File: src/rtl/fb_row_reader_pkg.sv
// Shared framebuffer geometry and row-reader state encoding.
// Also consumed by the framebuffer write side.
package fb_row_reader_pkg;

  localparam int FB_ADDR_W = 11;
  localparam int FB_DATA_W = 2;
  localparam int FB_COL_W  = 6;

  typedef enum logic [1:0] {
    IDLE  = 2'd0,
    FETCH = 2'd1,
    DRAIN = 2'd2
  } state_t;

endpackage

File: src/rtl/fb_skid_fifo.sv
// Two-entry output FIFO between framebuffer read data and pixel stream.
// Head entry drives the output directly; occupancy is exported for credit.
module fb_skid_fifo #(
  parameter int DATA_W = 2
) (
  input  logic              clk,
  input  logic              reset,
  input  logic              push,
  input  logic [DATA_W-1:0] din,
  input  logic              pop,
  output logic [DATA_W-1:0] dout,
  output logic              valid,
  output logic [1:0]        count
);

  logic [DATA_W-1:0] mem [2];
  logic              wr;
  logic              rd;

  always_ff @(posedge clk or negedge reset) begin
    if (!reset) begin
      mem[0] <= '0;
      mem[1] <= '0;
      wr     <= 1'b0;
      rd     <= 1'b0;
      count  <= 2'd0;
    end else begin
      if (push) begin
        mem[wr] <= din;
        wr      <= ~wr;
      end
      if (pop) begin
        rd <= ~rd;
      end
      unique case ({push, pop})
        2'b10:   count <= count + 2'd1;
        2'b01:   count <= count - 2'd1;
        default: count <= count;
      endcase
    end
  end

  assign dout  = mem[rd];
  assign valid = (count != 2'd0);

endmodule

File: src/rtl/fb_row_reader.sv
// Streams one framebuffer row, column 0 upward, through a 2-entry FIFO.
// Fetches are credit-limited so returned read data always has a slot.
module fb_row_reader
  import fb_row_reader_pkg::*;
#(
  parameter int ADDR_W = FB_ADDR_W,
  parameter int DATA_W = FB_DATA_W,
  parameter int COL_W  = FB_COL_W
) (
  input  logic                    clk,
  input  logic                    reset,
  input  logic                    start,
  input  logic [ADDR_W-COL_W-1:0] row_sel,
  output logic                    busy,
  output logic                    row_done,
  output logic [ADDR_W-1:0]       ram_b_address,
  output logic                    ram_b_clk_enable,
  input  logic [DATA_W-1:0]       ram_b_data_out,
  output logic [DATA_W-1:0]       pixel_data,
  output logic                    pixel_valid,
  input  logic                    pixel_ready
);

  localparam int ROW_W = ADDR_W - COL_W;

  state_t            state;
  state_t            nxt;
  logic [ROW_W-1:0]  row_q;
  logic [COL_W-1:0]  col_q;
  logic [ADDR_W-1:0] addr_q;
  logic              inflight_q;
  logic              arm_q;
  logic [1:0]        occ;
  logic [2:0]        pend;
  logic              pop;
  logic              issue;
  logic              accept;
  logic              last;

  assign pop    = pixel_valid & pixel_ready;
  assign pend   = {1'b0, occ} + {2'b0, inflight_q} - {2'b0, pop};
  assign issue  = (state == FETCH) && (pend < 3'd2);
  assign accept = (state == IDLE) && start && arm_q;
  assign last   = &col_q;

  always_comb begin
    nxt      = state;
    row_done = 1'b0;
    unique case (state)
      IDLE:  if (accept) nxt = FETCH;
      FETCH: if (issue && last) nxt = DRAIN;
      DRAIN: begin
        if (occ == 2'd0 && !inflight_q) begin
          nxt      = IDLE;
          row_done = 1'b1;
        end
      end
      default: nxt = IDLE;
    endcase
  end

  // arm_q masks start during the first clock after reset release
  always_ff @(posedge clk or negedge reset) begin
    if (!reset) begin
      state      <= IDLE;
      row_q      <= '0;
      col_q      <= '0;
      addr_q     <= '0;
      inflight_q <= 1'b0;
      arm_q      <= 1'b0;
    end else begin
      state      <= nxt;
      arm_q      <= 1'b1;
      inflight_q <= issue;
      if (accept) begin
        row_q <= row_sel;
        col_q <= '0;
      end else if (issue) begin
        addr_q <= {row_q, col_q};
        if (!last) col_q <= col_q + COL_W'(1);
      end
    end
  end

  assign ram_b_clk_enable = issue;
  assign ram_b_address    = issue ? {row_q, col_q} : addr_q;
  assign busy             = (state != IDLE);

  fb_skid_fifo #(
    .DATA_W(DATA_W)
  ) u_fifo (
    .clk  (clk),
    .reset(reset),
    .push (inflight_q),
    .din  (ram_b_data_out),
    .pop  (pop),
    .dout (pixel_data),
    .valid(pixel_valid),
    .count(occ)
  );

endmodule

File: config.mk
export PLATFORM = sky130hd
export DESIGN_NAME = fb_row_reader
export DESIGN_NICKNAME = d
export VERILOG_FILES = /design/src/rtl/fb_row_reader_pkg.sv /design/src/rtl/fb_skid_fifo.sv /design/src/rtl/fb_row_reader.sv
export SDC_FILE = /design/constraint.sdc
export NUM_CORES = 1
export LEC_CHECK = 0
export ABC_AREA = 1
export CORE_MARGIN = 10
export CORE_UTILIZATION = 40
export CTS_CLUSTER_DIAMETER = 40
export DETAILED_ROUTE_END_ITERATION = 10
export GPL_TIMING_DRIVEN = 0
export HOLD_SLACK_MARGIN = 0.1
export SLEW_MARGIN = 10
export SYNTH_ARGS = -nofsm -noshare
export SYNTH_HDL_FRONTEND = slang
export SYNTH_HIERARCHICAL = 1
export SYNTH_SLANG_ARGS = --single-unit
File: constraint.sdc
create_clock -name clk -period 3.7 [get_ports clk]
set_input_delay 0.555 -clock clk [delete_from_list [all_inputs] [get_ports clk]]
set_output_delay 0.555 -clock clk [all_outputs]
set_load 0.1 [all_outputs]
==> impl_metrics.toml, run 1 <==
[clock_network]
clockRootBuffer = "clkbuf_8"
cts_tree = "yes"
cts-buffers-inserted = 5
hold_buffers = 0
insertion_delay_ns = 0.29
clk_pin_slew_ns = 0.07
cts-htree-levels = 2
clk_path_buf_depth = 2
clock_sinks = 34

[synthesis]
synthTopCellsByArea = "dfrtp_1 52%, nand2_1 21%, inv_1 5.1%"
ys_ff_latch = 34
yosys.cell_count.top_type = "nand2_1"
async_flop_share_pct = 100.0
synth_edf_count = 0
syn_area_um2 = 1622
synth-main-ff-cell = "dfrtp_1"
synth.largest_area_cell = "dfrtp_1"
syn-num-nets = 215
yosysWarnings = 6
netlist.area_leader.share_pct = 52.47
ys_seq_area_share_pct = 52.47
synthTopCellsByCount = "89 x nand2_1, 34 x dfrtp_1, 22 x inv_1, 12 x o21ai_0, 7 x nand3_1"
synth_cells = 200
syn_avg_cell_area_um2 = 8.108
synth_cell_type_count = 24

[die]
initial_core_util_pct = 40.83
fp.dieH_um = 83.67
boundaryPins = 28
core_area_um2 = 3971
row_count = 23
die_area_um2 = 7001
die_x_um = 83.67

[timing]
hold_viol = 0
finalCritPeriodShare_pct = 97.00
tightest_slew_ns = 0.9802
fmax_ghz = 0.2786
tns_ns = 0
finalSetupViolCount = 0
finClkSkew_ns = 0.007994
rsz0062_at_grt = "yes"
layout_min_cycle_time_ns = 3.589
final_max_slew_viol_count = 0
slew_headroom_pct = 34.45

[setup_path]
critPathMaxFanout = 11
r2r_end = "col_q[5]$_DFFE_PN0P_"
worstPathArrival_ns = 3.03
required_ns = 3.14
crit_path_start_kind = "input port"
rr_startpoint = "u_fifo/count[1]$_DFFE_PN0P_"
critical_path_class = "input port to output pin"
crit_path_end_kind = "output pin"
worst_r2r_path_depth = 14
rrSetupSlack_ns = 1.04

[grt]
grt_pass1_vias = 1340
grt_pass1_wl_um = 6147
antenna_found_initial = 0
overflow = 0
track_usage_pct = 10.62
grt_max_degree = 35

[place]
place_area_um2 = 2051
portBuffers = 27
place_congestion = 0.7768
dp_hpwl_um = 2415

[min_path]
hold_class = "input port to async pin"

[layout]
area_growth_pct = 41.74
nNetsFinal = 251
drive_gt1_share_pct = 21.52
fin_area_um2 = 2298
antenna_cells = 0

[routing]
vias = 1304
dr.pass1.iters = 4
finalWirelength_um = 3447
antenna_left = 0
drc = 0
drtIter0Drc = 55
vias_per_cell = 4.544
wl_per_cell_um = 12.01

[flow_run]
cap_violations = 0

[status]
status = "finished clean"
==> sequential cells by signal (all words and copies together), names as in the netlist <==
name and flops:
addr_q 11, col_q 6, row_q 5, u_fifo/mem 4, state 2, u_fifo/count 2, arm_q 1, inflight_q 1
u_fifo/rd 1, u_fifo/wr 1
==> worst max-delay path by stage <==
stage,slack (ns),endpoint,from,depth (start not counted)
2_1_floorplan,0.11,ram_b_address[10],u_fifo/count[1]$_DFFE_PN0P_,14
3_3_place_gp,-1.23,ram_b_address[9],pixel_ready,13
3_5_place_dp,-1.21,ram_b_address[5],pixel_ready,13
4_1_cts,0.03,ram_b_address[2],pixel_ready,14
5_1_grt,-0.02,ram_b_address[7],pixel_ready,14
6_report,0.11,ram_b_address[7],pixel_ready,14
==> routing by layer <==
layer	share of wire [%]	wire [um]	GRT usage (%)
met5	0	0	0
met4	1.3	44	4.566
met3	5.3	183	4.590
met2	43	1499	15.12
met1	50	1721	13.54
==> stage by stage <==
step | instances | util [%] | hold slack (ns) | setup slack, ns
2_1_floorplan | 200 | - | 0.2594 | 0.1084
4_1_cts | 285 | 56.36 | 0.3603 | 0.03381
3_3_place_gp | 277 | 51.76 | 0.4627 | -1.228
6_report | 287 | 57.88 | 0.3375 | 0.1111
3_5_place_dp | 277 | 51.64 | 0.4651 | -1.213
5_1_grt | 287 | 57.88 | 0.3841 | -0.01529
==> worst max-delay path: stages <==
cell and delay (ns):
clkdlybuf4s50_1 0.46, nand2_1 0.06, inv_2 0.08, ha_1 0.22, or2_2 0.30, fa_1 0.48, inv_1 0.04, nor2_1 0.13
nand2_2 0.09, inv_2 0.09, buf_6 0.16, nand2_1 0.11, nand2_4 0.08, buf_8 0.19
==> cells in the final DEF (no fill, tap or decap), drive strengths merged <==
cell,n
buf,17
bufinv,2
clkbuf,8
clkdlybuf4s50,14
conb,1
dfrtp,34
fa,1
ha,3
inv,24
nand2,89
nand3,7
nand4,5
nor2,7
nor3,1
o21ai,16
o21bai,1
or2,2
xnor2,1
xor2,4
==> repair_timing <==
action | in CTS | in global routing
hold endpoints to repair | 0 | 0
cloned | 0 | 0
pin swaps | 0 | 0
resized for setup | 94 | 12
setup buffers | 0 | 2
setup endpoints to repair | 12 | 12
==> kinds of logic after synthesis <==
family / count (synthesis) / share of synthesized area [%]
other: 1 / 0.2313
and+or+nand+nor: 111 / 27.70
DFF: 34 / 52.47
adders and majority gates: 4 / 3.550
buffers and inverters: 28 / 6.790
AOI/OAI and AO/OA: 17 / 6.559
xor gates and xnor gates: 5 / 2.700
==> cell type report <==
cell class / count / area, um^2
buffer: 4 / 27.53
clock buffer: 6 / 82.58
clock inverter: 2 / 60.06
fill: 371 / 1673
inverter: 24 / 90.09
multi-input combinational: 138 / 767.0
sequential: 34 / 852.1
tap: 50 / 62.56
timing repair buffer: 29 / 356.6
Power of run 1 is left out: the tool's default activity adds up to more than one toggle a clock period on the data nets, which glitch-free logic cannot reach.
==> run 2, diff against run 1 <==
--- a/config.mk
+++ b/config.mk
@@ -17,3 +17,4 @@
 export SYNTH_HDL_FRONTEND = slang
 export SYNTH_HIERARCHICAL = 1
 export SYNTH_SLANG_ARGS = --single-unit
+export TNS_END_PERCENT = 100
==> results of run 2 <==
The final DEF is identical to that of run 1; final timing and power are the same.
Power of run 2 is left out for the same reason.
